===== config.mk =====
export PLATFORM = sky130hd
export DESIGN_NAME = palette_arbiter
export DESIGN_NICKNAME = d
export VERILOG_FILES = /design/src/rtl/palette_pkg.sv /design/src/rtl/pal_fill_seq.sv /design/src/rtl/palette_arbiter.sv
export SDC_FILE = /design/constraint.sdc
export NUM_CORES = 1
export LEC_CHECK = 0
export ABC_CLOCK_PERIOD_IN_PS = 1920
export BUFFER_PORTS_ARGS = -buffer_cell sky130_fd_sc_hd__buf_4
export CORE_MARGIN = 3
export CORE_UTILIZATION = 40
export CTS_BUF_LIST = sky130_fd_sc_hd__clkbuf_4
export DETAILED_ROUTE_END_ITERATION = 6
export PLACE_DENSITY = 0.72
export SLEW_MARGIN = 10
export SYNTH_ARGS = -nofsm -noshare
export SYNTH_HDL_FRONTEND = slang
export SYNTH_SLANG_ARGS = --single-unit

===== constraint.sdc =====
create_clock -name clk -period 1.92 [get_ports clk]
set_input_delay 0 -clock clk [delete_from_list [all_inputs] [get_ports clk]]
set_output_delay 0 -clock clk [all_outputs]
set_load 0.01 [all_outputs]

===== src/rtl/palette_pkg.sv =====
// rtl/palette_pkg.sv - shared types and sizes for the palette RAM arbiter
package palette_pkg;
  localparam int PAL_AW     = 8;
  localparam int PAL_DW     = 16;
  localparam int PAL_RD_LAT = 2;

  typedef enum logic [2:0] {
    ST_IDLE,
    ST_WR_ACK,
    ST_RD_ISSUED,
    ST_RD_ACK,
    ST_FILL
  } pal_state_e;
endpackage


===== src/rtl/pal_fill_seq.sv =====
// rtl/pal_fill_seq.sv - fill address walker: wraps modulo 2^AW, flags the last entry
module pal_fill_seq
  import palette_pkg::*;
#(
  parameter int AW = PAL_AW,
  parameter int DW = PAL_DW
) (
  input  logic          clk,
  input  logic          rst,
  input  logic          start_i,
  input  logic [AW-1:0] first_i,
  input  logic [AW-1:0] last_i,
  input  logic [DW-1:0] data_i,
  output logic          busy_o,
  output logic          done_o,
  output logic          at_last_o,
  output logic [AW-1:0] addr_o,
  output logic [DW-1:0] data_o
);

  logic [AW-1:0] addr_q, addr_d;
  logic [AW-1:0] last_q, last_d;
  logic [DW-1:0] data_q, data_d;
  logic          busy_q, busy_d;
  logic          done_q, done_d;
  logic          at_last;

  assign at_last = busy_q && (addr_q == last_q);

  always_comb begin
    addr_d = addr_q;
    last_d = last_q;
    data_d = data_q;
    busy_d = busy_q;
    done_d = 1'b0;
    if (start_i) begin
      addr_d = first_i;
      last_d = last_i;
      data_d = data_i;
      busy_d = 1'b1;
    end else if (busy_q) begin
      // first == last falls straight into this branch: exactly one write
      if (at_last) begin
        busy_d = 1'b0;
        done_d = 1'b1;
      end else begin
        addr_d = addr_q + 1'b1;
      end
    end
  end

  always_ff @(posedge clk) begin
    if (rst) begin
      addr_q <= '0;
      last_q <= '0;
      data_q <= '0;
      busy_q <= 1'b0;
      done_q <= 1'b0;
    end else begin
      addr_q <= addr_d;
      last_q <= last_d;
      data_q <= data_d;
      busy_q <= busy_d;
      done_q <= done_d;
    end
  end

  assign busy_o    = busy_q;
  assign done_o    = done_q;
  assign at_last_o = at_last;
  assign addr_o    = addr_q;
  assign data_o    = data_q;

endmodule


===== src/rtl/palette_arbiter.sv =====
// rtl/palette_arbiter.sv - shares the palette RAM between video reads, CPU access and fill
module palette_arbiter
  import palette_pkg::*;
#(
  parameter int AW = PAL_AW,
  parameter int DW = PAL_DW
) (
  input  logic          clk,
  input  logic          rst,
  input  logic          pix_valid,
  input  logic [AW-1:0] pix_index,
  output logic          rgb_valid,
  output logic [DW-1:0] rgb_data,
  input  logic          cpu_req,
  input  logic          cpu_we,
  input  logic [1:0]    cpu_be,
  input  logic [AW-1:0] cpu_addr,
  input  logic [DW-1:0] cpu_wdata,
  output logic          cpu_ack,
  output logic [DW-1:0] cpu_rdata,
  input  logic          fill_start,
  input  logic [AW-1:0] fill_first,
  input  logic [AW-1:0] fill_last,
  input  logic [DW-1:0] fill_data,
  output logic          fill_busy,
  output logic          fill_done,
  output logic          ram_we_n,
  output logic          ram_he_n,
  output logic          ram_le_n,
  output logic [15:0]   ram_addr_w,
  output logic [15:0]   ram_addr_r,
  output logic [DW-1:0] ram_data_w,
  input  logic [DW-1:0] ram_data_r
);

  pal_state_e state_q, state_d;

  logic                  in_idle;
  logic                  fill_grant, wr_grant, rd_grant;
  logic                  seq_busy, seq_done, seq_at_last;
  logic [AW-1:0]         seq_addr;
  logic [DW-1:0]         seq_data;
  logic [PAL_RD_LAT-1:0] vld_q;
  logic [DW-1:0]         rgb_data_q;
  logic [DW-1:0]         cpu_rdata_q;

  assign in_idle    = (state_q == ST_IDLE);
  assign fill_grant = in_idle && fill_start;
  assign wr_grant   = in_idle && !fill_start && cpu_req && cpu_we;
  assign rd_grant   = in_idle && !fill_start && cpu_req && !cpu_we && !pix_valid;

  pal_fill_seq #(
    .AW(AW),
    .DW(DW)
  ) u_fill_seq (
    .clk      (clk),
    .rst      (rst),
    .start_i  (fill_grant),
    .first_i  (fill_first),
    .last_i   (fill_last),
    .data_i   (fill_data),
    .busy_o   (seq_busy),
    .done_o   (seq_done),
    .at_last_o(seq_at_last),
    .addr_o   (seq_addr),
    .data_o   (seq_data)
  );

  always_ff @(posedge clk) begin
    if (rst) begin
      state_q <= ST_IDLE;
    end else begin
      state_q <= state_d;
    end
  end

  always_comb begin
    state_d = state_q;
    case (state_q)
      ST_IDLE: begin
        if (fill_grant)    state_d = ST_FILL;
        else if (wr_grant) state_d = ST_WR_ACK;
        else if (rd_grant) state_d = ST_RD_ISSUED;
      end
      ST_WR_ACK:    state_d = ST_IDLE;
      ST_RD_ISSUED: state_d = ST_RD_ACK;
      ST_RD_ACK:    state_d = ST_IDLE;
      ST_FILL:      if (seq_at_last) state_d = ST_IDLE;
      default:      state_d = ST_IDLE;
    endcase
  end

  // RAM ports are combinational so a CPU write lands at the end of its grant cycle;
  // reset forces every strobe, address and pulse to its idle value immediately.
  always_comb begin
    ram_we_n   = 1'b1;
    ram_he_n   = 1'b1;
    ram_le_n   = 1'b1;
    ram_addr_w = '0;
    ram_data_w = '0;
    ram_addr_r = '0;
    cpu_ack    = 1'b0;
    fill_busy  = 1'b0;
    fill_done  = 1'b0;
    if (!rst) begin
      if (pix_valid)     ram_addr_r = 16'(pix_index);
      else if (rd_grant) ram_addr_r = 16'(cpu_addr);
      if (wr_grant) begin
        ram_we_n   = 1'b0;
        ram_he_n   = ~cpu_be[1];
        ram_le_n   = ~cpu_be[0];
        ram_addr_w = 16'(cpu_addr);
        ram_data_w = cpu_wdata;
      end else if (state_q == ST_FILL) begin
        ram_we_n   = 1'b0;
        ram_he_n   = 1'b0;
        ram_le_n   = 1'b0;
        ram_addr_w = 16'(seq_addr);
        ram_data_w = seq_data;
      end
      cpu_ack   = (state_q == ST_WR_ACK) || (state_q == ST_RD_ACK);
      fill_busy = seq_busy;
      fill_done = seq_done;
    end
  end

  // Video path: one stage covers RAM latency, the second registers the entry.
  always_ff @(posedge clk) begin
    if (rst) begin
      vld_q       <= '0;
      rgb_data_q  <= '0;
      cpu_rdata_q <= '0;
    end else begin
      vld_q <= {vld_q[PAL_RD_LAT-2:0], pix_valid};
      if (vld_q[PAL_RD_LAT-2]) rgb_data_q <= ram_data_r;
      if (state_q == ST_RD_ISSUED) cpu_rdata_q <= ram_data_r;
    end
  end

  assign rgb_valid = vld_q[PAL_RD_LAT-1];
  assign rgb_data  = rgb_data_q;
  assign cpu_rdata = cpu_rdata_q;

endmodule


==> results of run 1 <==
tightest hold or removal path: stages:
cell	delay, ns
buf_4	0.13
o21ai_0	0.16
a21oi_1	0.08
o21a_1	0.10
cell usage in the layout (no fill, tap or decap), drive strengths merged, types with 6 or more instances in the layout:
cell type / count
buf: 175
nand2: 134
a21oi: 72
dfxtp: 71
dlygate4sd3: 54
nor2: 33
mux2i: 17
conb: 16
clkbuf: 9
a22o: 8
xor2: 8
a211oi: 7
xnor2: 6
per-layer routing:
| layer | share of wire (%) | wire, um |
|---|---|---|
| met5 | 0 | 0 |
| met4 | 2.2 | 260 |
| met3 | 8.0 | 929 |
| met2 | 50 | 5770 |
| met1 | 40 | 4610 |
through the flow:
stage	utilization, %	power (mW)
3_3_place_gp	57.7	2.38
3_5_place_dp	57.7	2.40
2_1_floorplan	-	2.09
4_1_cts	67.9	3.42
6_report	68.9	3.44
5_1_grt	68.9	3.63
layout make-up:
cell class	count	area share [%]
tap	102	2.34
sequential	71	26.1
clock buffer	9	1.24
inverter	2	0.137
clock inverter	7	1.17
multi-input combinational	336	34.2
timing repair buffer	229	34.8
worst max-delay path by stage:
stage / startpoint / to / slack, ns / depth (start not counted)
floorplan: state_q[2] / ram_addr_w[0] / 0.34 / 6
CTS: state_q[0] / ram_le_n / -0.02 / 6
detailed placement: state_q[2] / ram_le_n / 0.16 / 5
finish: state_q[0] / ram_addr_w[0] / -0.05 / 6
global route: state_q[0] / ram_addr_w[0] / -0.14 / 6
global placement: u_fill_seq.addr_o[3] / u_fill_seq.addr_o[0] / 0.19 / 5
logic make-up after synthesis:
kind of cell / count (synthesis) / share of synthesized area, %
simple gates: 190 / 24.8
xor+xnor: 14 / 3.66
flops: 71 / 42.4
compound gates: 95 / 16.2
fa+ha+maj: 1 / 0.373
buf+inv: 47 / 7.36
mux: 17 / 5.08
other cells: 1 / 0.112
power by group through the flow:
stage	logic [mW]	clock network, mW	registers, mW
2_1_floorplan	0.424	0	1.66
3_3_place_gp	0.717	0	1.66
3_5_place_dp	0.731	0	1.67
4_1_cts	0.864	0.928	1.63
5_1_grt	0.971	1.01	1.65
6_report	0.896	0.906	1.63
flip-flops by register name, summed over array words and instances, names as in the netlist:
| name | count |
|---|---|
| rgb_data | 16 |
| u_fill_seq.addr_o | 8 |
| u_fill_seq.data_o | 16 |
| u_fill_seq.busy_o | 1 |
| state_q | 3 |
| u_fill_seq.done_o | 1 |
| vld_q | 2 |
| cpu_rdata | 16 |
| u_fill_seq.last_q | 8 |
what timing repair did:
item	4_1_cts	5_1_grt
hold buffers	54	0
gates cloned	3	1
endpoints found under the setup margin	31	36
resized for setup	14	19
pin swaps	4	5
endpoints found under the hold margin	69	0
buffers inserted	4	1
==> results.md, run 1 <==
STA:
- The maximum operating frequency is 506 MHz.
- The worst path uses 103% of the clock period.
- The number of max-slew violations in the final report was 0.
- The shortest clock period the worst path allows after layout is 1.97 ns.
- The final setup violation count is 6.
- At the pin with the least slew margin, the transition time is 0.630 ns.
- Across all setup checks in the final design, the least slack found is -0.0548 ns.
- Measured against its own limit, the worst slew margin works out to 58.0%.
- The worst slack on hold paths is 0.113 ns.
- The final hold violation count came to 0.
- Clock skew on the completed layout was measured at 0.0169 ns.
- Setup repair after global routing could not meet its margin everywhere.
- Summed over all failing endpoints, the final setup total negative slack is -0.161 ns.

Pwr:
- The power per cell area is 629 nW/um2.
- The net switching power of the design is 1.04 mW.
- The leakage power figure is 2.37 nW.
- The clock network power share is 26.4%.
- The internal portion of the total power is 2.39 mW.
- VDD sags by at most 399 uV.
- The logic gate share of total power is 26.1%.
- Net switching is 30.4% of the power.
- The part of the power in registers is 47.5%.

Hold path:
- The type of the most critical hold path is in -> reg.
- The number of cells on the worst hold path is 4.
- The startpoint identified for the worst hold timing path is cpu_we.
- The path with the worst hold slack has its endpoint at state_q[2].

Critical path:
- The endpoint identified for the worst register-to-register timing path is u_fill_seq.addr_o[0].
- The library cell contributing the largest single delay on the critical path is dfxtp_4.
- Of all nets on the critical path, the largest fanout is 7.
- Walking the worst path, the cells encountered are nor4_4 -> buf_4 -> nand3_4 -> a21o_4 -> a21oi_2 -> buf_4.
- The critical path in this run is classified as reg -> out.
- The family with the most delay on the worst path is compound AO/OA/AOI/OAI gates.
- The worst setup path is launched from a flop.
- The critical path buffer and inverter count is 2.
- The setup check on the worst reg-to-reg path leaves a slack of 0.17 ns.
- The critical path data required time is 1.92 ns.
- The worst-case reg-to-reg path depth is 5.
- Counting stages on the worst path, the most repeated cell is buf_4.
- At the worst endpoint, the arrival time is 1.97 ns.
- The worst setup path is captured at an output pin.
- For this run, the slowest stage of the critical path takes 0.37 ns.
- The startpoint identified for the worst register-to-register timing path is u_fill_seq.addr_o[6].

Global routing:
- The number of global-route vias before repair is 3786.
- The initial antenna violation count was 0.
- Global routing consumed, over all layers together, 23.2% of the routing resources.
- Entering global routing, the biggest net connects 53 pins.
- The met1 track demand over resource in global routing is 27.2%.
- For this run the aggregate overflow at the end of global routing stands at 0.
- Global routing used 5.89% of the available met3 tracks.
- The first global-routing pass estimated 18300 um of wire.
- The met2 track demand over resource in global routing is 40.1%.
- In this run the most used layer during global routing was met2.

Floorplanning:
- The floorplan step defined a die boundary enclosing 9510 um2.
- The floorplan step defined a core boundary enclosing 7930 um2.
- The floorplan has 32 rows.
- The height of the chip is 97.5 um.
- Once the floorplan was initialized, standard cells occupied 42.3% of the core.
- The die extent in x is 97.5 um.
- Pin placement for this block handled 175 I/O pins.

Place:
- The total placed instance area is 4580 um2.
- The sum of net half-perimeters after detailed placement is 7430 um.
- In this run the tool buffered the top-level ports with 158 buffer cells.
- Including well taps, the total number of placed cells is 677.
- The worst slack at placement is 0.161 ns.
- The congestion estimate from routability-driven global placement came to 0.859.

Yosys:
- In the synthesized netlist the dominant register cell turns out to be dfxtp_1.
- The cell area after synthesis is 3350 um2.
- Synthesis produced a netlist whose cell count is 436.
- dfxtp_1 takes more of the synthesized area than any other cell.
- Counting flops and latches in the post-synthesis netlist gives 71.
- The number of distinct library cells after synthesis is 37.
- The share of the synthesized area in the top cell type is 42.4%.
- The most common cell in the synthesized netlist is nand2_1.
- By count the netlist is led by nand2_1, a21oi_1, dfxtp_1, nor2_1, clkbuf_1.
- The sequential fraction of the synthesis area is 42.4%.
- During synthesis, Yosys emitted a total of 0 warnings.
- The number of enable flip-flop cells after synthesis is 0.
- After synthesis, the mean cell area works out to 7.68 um2.
- The share of synthesized registers carrying an async set or reset is 0%.
- Yosys attributes the largest share of cell area to dfxtp_1, nand2_1, a21oi_1.

Clock network:
- The clock transition at the registers of the reported paths is 0.11 ns.
- No sink is reached through more buffers than the 2 on the longest clock path.
- Buffers inserted during clock tree synthesis total 9.
- The tree is rooted in a clkbuf_4.
- TritonCTS built the clock tree.
- The H-tree was split into 3 levels.
- The CTS sink count is 71.
- Clock latency on the worst-skew pair, taken at its later pin, is 0.40 ns.

Detailed routing:
- Using the TritonRoute via totals, the vias-per-cell ratio works out to 4.99.
- The first-pass iteration count of the detailed router is 4.
- The detailed router finished its first iteration with 156 violations.
- The remaining antenna violation count after routing is 0.
- The detailed router placed 3775 vias in this run.
- After detailed routing, the number of remaining DRC violations is 0.
- The overall routed net length is 11600 um.
- The routed length per instance is 15.3 um.

Final layout:
- Fill cells in the final layout number 652.
- The non-filler instance count after layout is 756.
- Relative to the synthesized area, the layout overhead comes to 63.0%.
- The post-route netlist has 34.4% of its cells at a drive strength greater than 1.
- The multi-input combinational cells in the finished layout cover a total of 1870 um2.
- The antenna diode instance count is 0.
- The sequential cell area is 1430 um2.
- The number of nets at the end of the flow is 738.
- The finished cells cover 5460 um2.

Job:
- The reported max-cap violation count is 0.

Run status:
- The run finished, with violations left.
- The checks that failed: setup timing.
No activity file was read; power rests on OpenSTA's default activity.
==> run 2: changes to the inputs <==
RECOVER_POWER = 50   (was default)
==> run 2 against run 1 <==
The flow still finishes with violations (setup timing). Count of clock-buffer cells in the layout did not move. Hold slack improved by 0.0014 ns. Setup slack improved by 0.0020 ns. Core utilization fell by 1.7 points. Cell area fell by 2.5%. Die area did not move. Clock skew fell by 0.00090 ns. First-iteration DRC count fell by 1.9%. Via count rose by 0.87%. Sequential cell count did not move. Sequential share of layout area rose by 0.68 points. Routed wire length fell by 0.33%. Critical path type unchanged. Critical endpoint unchanged. Largest cell class is now multi-input combinational cells. Largest power group unchanged.
==> results.md, run 2 (synthesized netlist as in run 1, its figures left out) <==
Hold path:
- The type of the most critical hold path is in -> reg.
- In this run the most critical hold path is launched from cpu_we.

Global routing:
- The initial antenna violation count is 0.
- The number of global-route vias before repair is 3786.
- Global routing consumed, over all layers together, 23.2% of the routing resources.
- The overflow left after global routing is 0.
- The largest net degree at the start of global routing is 53.
- The wire length of the first global-routing pass is 18300 um.

Critical path:
- The worst-case reg-to-reg path depth is 5.
- In this run the worst setup path begins at state_q[0].
- The library cell contributing the largest single delay on the critical path is dfxtp_4.
- Of all nets on the critical path, the largest fanout is 7.
- The capturing point of the worst reg2reg path is u_fill_seq.addr_o[0].
- The critical path buffer and inverter count is 2.
- The largest single stage delay on the critical path is 0.37 ns.
- The setup path with the least slack is of type reg -> out.
- STA puts the critical path data arrival time at 1.97 ns.
- The origin of the critical flop-to-flop path is u_fill_seq.addr_o[6].
- The family with the most delay on the worst path is compound AO/OA/AOI/OAI gates.
- The critical path capture point is ram_addr_w[0].
- The endpoint kind of the worst setup timing path is an output pin.
- The critical path goes through nor4_4 -> buf_4 -> nand3_4 -> a21o_4 -> a21oi_2 -> buf_4.
- Counting stages on the worst path, the most repeated cell is buf_4.
- The critical path data required time is 1.92 ns.
- The path length in cells of the critical path is 6.
- In this run the register-to-register setup slack is 0.17 ns.
- The kind of start point of the critical path is a flop.

Detailed routing:
- The first detailed-routing pass ran for 4 iterations.
- The met2 wirelength from detailed routing is 5710 um.
- The detailed router used layers up to and including met4.
- The routed length on met3 is 863 um.
- In the routed design, unresolved DRC markers number 0.
- The overall routed net length is 11500 um.
- In the final routing, the length of wire on met1 measures 4650 um.
- The initial DRC count is 153.
- In the final routed layout, each cell accounts on average for 15.3 um.
- The detailed-route vias per instance is 5.04.
- The detailed-route via count is 3808.
- The remaining antenna violation count after routing is 0.

Final layout:
- Excluding fillers, the count of instances in the completed layout stands at 756.
- Cells with a size suffix above 1 make up 28.9% of the layout.
- The library cells used most frequently in the layout, excluding fill and tap cells, are nand2_1, buf_4, dfxtp_1.
- The antenna diode instance count is 0.
- Once layout is done, the placed cells without fillers occupy 5320 um2.
- After the last flow step, the layout net total stands at 738.
- The area growth from synthesis to layout is 58.9%.

STA:
- The final hold violation count came to 0.
- For the pin with the worst max-slew slack, the measured transition is 1.06 ns.
- For the final database, setup skew stands at 0.0160 ns.
- The fraction of the cycle the final worst path needs is 103%.
- The number of max-slew violations in the final report is 0.
- The relative slew slack is 29.6%.
- Setup repair after global routing could not meet its margin everywhere.
- The maximum operating frequency is 507 MHz.
- The shortest clock period the worst path allows after layout is 1.97 ns.
- The sum of negative setup slack is -0.156 ns.
- The final setup violation count is 6.
- Setup slack on the critical path of the routed design comes to -0.0528 ns.

Pwr:
- Of the total power, the clock network draws 26.7%.
- The logic gate share of total power is 25.6%.
- The part of the power in registers is 47.7%.
- The worst-case IR drop observed on VDD is 394 uV.
- The leakage power figure is 2.22 nW.
- The power per cell area is 643 nW/um2.
- Power comes to 3.42 mW.
- Net switching is 30.6% of the power.
- Cell internal power was estimated by the tool at 2.37 mW.
- In this run the power spent charging and discharging nets is 1.05 mW.

Floorplanning:
- The initial standard-cell utilization of the core is 42.3%.
- 175 I/O pins were placed.
- The height of the chip is 97.5 um.
- The core region is 7930 um2.
- The die is 97.5 um wide.
- The die covers 9510 um2.
- The row count is 32.

Clock network:
- Clock-pin slew was measured on the worst setup and hold paths at 0.11 ns.
- The CTS tree is done.
- For the worst-skew pair, the clock arrives at the later sink with an insertion delay of 0.40 ns.
- In this run the clock root is driven by a clkbuf_4.
- Buffers inserted during clock tree synthesis total 9.
- The H-tree was split into 3 levels.
- No sink is reached through more buffers than the 2 on the longest clock path.
- The CTS sink count is 71.

Job:
- The reported max-cap violation count is 0.

Place:
- The HPWL after detailed placement is 7430 um.
- Once placement completed, the tool counted placed cells totaling 677.
- The congestion estimate from routability-driven global placement came to 0.859.
- The placed instances occupy a cell area of 4580 um2.
- During placement, the flow inserted port buffers numbering 158.

Run status:
- The final reports fail on setup timing.
- The flow ran to the end, but the final reports show violations.
## run 2: cell types whose count changed in the layout (fill, tap and decap cells not counted)
cell      change
buf_4        -38
clkbuf_1     +36
clkbuf_2      +1
clkbuf_4      +1
## run 2: cell type report
cell class / count / area (um2)
flip-flops and latches: 71 / 1430
inverters: 2 / 7.51
multi-input cells: 336 / 1870
clock inverters: 7 / 63.8
well taps: 102 / 128
repair buffers: 229 / 1760
fillers: 678 / 2610
clock buffers: 9 / 67.6
## run 2: stage by stage
stage          hold WS [ns]  setup WS (ns)  utilization (%)
6_report              0.114        -0.0528             67.1
3_3_place_gp          0.247          0.187             57.7
2_1_floorplan        0.0931          0.337                -
3_5_place_dp          0.256          0.161             57.7
5_1_grt               0.147         -0.145             67.1
4_1_cts              0.0897        -0.0186             67.9
## run 2: layer usage
| metal | vias to the layer above | track usage [%] |
|---|---|---|
| li1 | 1848 | - |
| met3 | 25 | 5.89 |
| met4 | 0 | 9.37 |
| met2 | 178 | 40.1 |
| met1 | 1757 | 27.2 |
| met5 | - | 0 |
## run 2: worst min-delay path by stage
stage                     cells after the start            to
after floorplan                               1      ram_he_n
after global placement                        3   rgb_data[9]
after detailed placement                      3  rgb_data[12]
after CTS                                     4    state_q[2]
after global routing                          4    state_q[2]
final                                         4    state_q[2]
## run 2: tightest hold or removal path, delay by kind of cell
kind | cells | cell delay, ns
AO/OA/AOI/OAI | 3 | 0.35
buffers and inverters | 1 | 0.13
## run 2: what timing repair did
item / 4_1_cts / 5_1_grt
hold buffers: 54 / 0
gates resized for setup: 14 / 19
cloned: 3 / 1
buffers inserted: 4 / 1
endpoints found under the setup margin: 31 / 36
hold endpoints to repair: 69 / 0
pin swaps: 4 / 5
## run 2: power by group through the flow
| stage | Clock (mW) | Sequential (mW) | Combinational, mW |
|---|---|---|---|
| 6_report | 0.913 | 1.63 | 0.875 |
| 5_1_grt | 1.01 | 1.64 | 0.951 |
| 4_1_cts | 0.928 | 1.63 | 0.864 |
| 3_5_place_dp | 0 | 1.67 | 0.731 |
| 3_3_place_gp | 0 | 1.66 | 0.717 |
| 2_1_floorplan | 0 | 1.66 | 0.424 |
==> run 3: changes to the inputs <==
==> constraint.sdc (replaced) <==
create_clock -name clk -period 1.92 [get_ports clk]
set_input_delay 0.288 -clock clk [delete_from_list [all_inputs] [get_ports clk]]
set_output_delay 0.288 -clock clk [all_outputs]
set_load 0.01 [all_outputs]
==> run 3 against run 2 <==
Core utilization down 7.3 points. Cell area down 11%. Setup slack worse by 0.25 ns. Largest power group unchanged. Critical endpoint is now ram_data_w[4]. The flow still finishes with violations (setup timing). First-iteration DRC count down 25%. Highest routed layer unchanged. Final cell count down 6.6%. Routed wire length down 13%. Total power down 3.0%. Hold slack worse by 0.020 ns.
==> results.md, run 3 (synthesized netlist as in run 1, its figures left out) <==
Place:
- OpenSTA, run right after detailed placement, puts the worst setup slack at 0.138 ns.
- Once detailed placement completed, the half-perimeter wirelength came to 7450 um.
- The placer's final routability congestion estimate is 0.856.
- The number of port buffers is 158.

Final layout:
- The number of nets at the end of the flow is 688.
- Leaving out fill and tap cells, the most frequent cell in the layout is buf_4.
- The synthesis-to-finish area growth is 41.7%.
- The layout cell share with drive strength beyond 1 is 30.3%.
- At the end of the flow the core is filled with cells to 59.8%.
- The repair_antennas step left the layout with diodes totalling 0.
- The library cells used most frequently in the layout, excluding fill and tap cells, are buf_4, nand2_1, dfxtp_1.

Detailed routing:
- The detailed-route vias per instance is 4.89.
- For this run, the detailed router's first-pass iteration total came to 4.
- Summed over all nets, wire length on met3 after detailed routing comes to 844 um.
- In the routed design, unresolved DRC markers number 0.
- The routed layout has 3451 vias.
- The routed length per instance is 14.2 um.
- The initial DRC count is 114.
- In this run the remaining antenna-violating nets after routing total 0.
- The highest routed metal layer is met4.
- For this block, wires on met1 add up to 4090 um.
- After detailed routing, the met2 layer carries 4920 um of wire.
- For this block, the routed nets add up to 10100 um of wire.

Clock network:
- For this design, the CTS-stage hold fixing added 0 buffers.
- The CTS H-tree depth is 3.
- The clock insertion delay at the later pin of the skew report is 0.41 ns.
- The CTS sink count is 71.
- The CTS tree is done.
- The buffer depth of the longest clock path is 2.
- The clock transition at the registers of the reported paths is 0.12 ns.
- The cell sitting at the root of the clock tree is a clkbuf_4.
- The number of clock buffers inserted by TritonCTS is 9.

STA:
- Setup repair after global routing could not meet its margin everywhere.
- After layout, the minimum clock period comes to 2.22 ns.
- The final hold violation count is 0.
- For this run, the top clock speed supported by timing is 450 MHz.
- The final setup skew is 0.0156 ns.
- The post-route worst setup slack is -0.300 ns.
- At the pin with the least slew margin, the transition time is 1.23 ns.
- The number of max-slew violations in the final report is 0.
- On the final layout, the worst hold slack is 0.0941 ns.
- The fraction of the cycle the final worst path needs is 116%.
- In this run the tightest slew margin relative to its limit is 17.7%.
- The final setup violation count is 35.

Critical path:
- Of all nets on the critical path, the largest fanout is 12.
- The kind of start point of the critical path is a flop.
- The worst-case reg-to-reg path depth is 5.
- The first element of the critical path is state_q[0].
- For flop-to-flop paths, the worst setup slack is 0.20 ns.
- The endpoint kind of the worst setup timing path is an output pin.
- The worst register-to-register path begins at u_fill_seq.addr_o[6].
- In this run the critical register-to-register path is captured at u_fill_seq.addr_o[0].
- The category of the most critical setup path is reg -> out.
- For the worst setup path, the data arrival time is 1.93 ns.
- The critical path data required time is 1.63 ns.

Pwr:
- The completed layout was analyzed and its total power is 3.32 mW.
- The leakage power figure is 2.02 nW.
- VDD sags by at most 402 uV.
- Power spread over the standard cell area amounts to 699 nW/um2.

Global routing:
- After global routing the overflow that remains totals 0.
- The initial antenna violation count is 0.
- Global routing used 20.2% of the available tracks.
- The number of global-route vias before repair came to 3356.
- The first global-routing pass estimated 15900 um of wire.
- The largest net degree at the start of global routing is 42.

Floorplanning:
- The height of the chip is 97.5 um.
- The area of the die is 9510 um2.
- The core region is 7930 um2.
- The initial utilization of the core area, before any placement, comes to 42.3%.
- Row generation in the floorplan step produced 32 rows.
- The number of ports placed on the die boundary is 175.
- Measured along the x axis, the die boundary spans 97.5 um.

Job:
- The reported max-cap violation count is 0.

Hold path:
- The worst hold path terminates at state_q[1].
- The type of the most critical hold path is in -> reg.
- The worst hold path begins at rst.
- The number of cells on the worst hold path is 2.

Run status:
- The final reports fail on setup timing.
- The run finished, with violations left.
run 3: metal layers:
metal	up-vias	track usage (%)
li1	1741	-
met1	1559	24.0
met2	134	34.3
met3	17	6.10
met4	0	7.24
met5	-	0
run 3: how the worst max path moves through the flow:
stage                     cells past startpoint       endpoint  slack (ns)
after global placement                        6  ram_addr_w[2]        0.18
after CTS                                     6  ram_addr_w[3]       -0.25
final                                         6  ram_data_w[4]       -0.30
after global routing                          6  ram_data_w[4]       -0.38
after floorplan                               6  ram_addr_w[0]        0.05
after detailed placement                      6  ram_addr_w[2]        0.14
run 3: cell type report:
class	count	area, um2
Clock inverter	7	63.8
Clock buffer	9	67.6
Fill cell	763	3180
Multi-Input combinational cell	333	1770
Tap cell	102	128
Timing Repair Buffer	182	1280
Inverter	2	7.51
Sequential cell	71	1420
run 3: metrics by stage:
step           TNS, ns  std cells  cell area [um2]
2_1_floorplan        0        451             3410
3_3_place_gp         0        686             4660
3_5_place_dp         0        686             4660
4_1_cts          -7.03        704             4830
5_1_grt         -11.04        706             4740
6_report         -7.67        706             4740
run 3: power breakdown:
group	switching, mW	internal (mW)
Clock	0.532	0.385
Sequential	0.0608	1.56
Combinational	0.409	0.368
Total	1.00	2.32
run 3: timing repair:
action,in CTS,in global routing
pin swaps,1,1
setup buffers,2,1
setup endpoints to repair,35,35
gates cloned,0,1
resized for setup,7,5
run 3: worst max-delay path, stage by stage, from the launching register on:
cell and delay, ns:
dfxtp_2 0.35, nor4_4 0.35, and3_4 0.29, buf_12 0.14, nand2_1 0.06, a21oi_1 0.17
buf_4 0.16
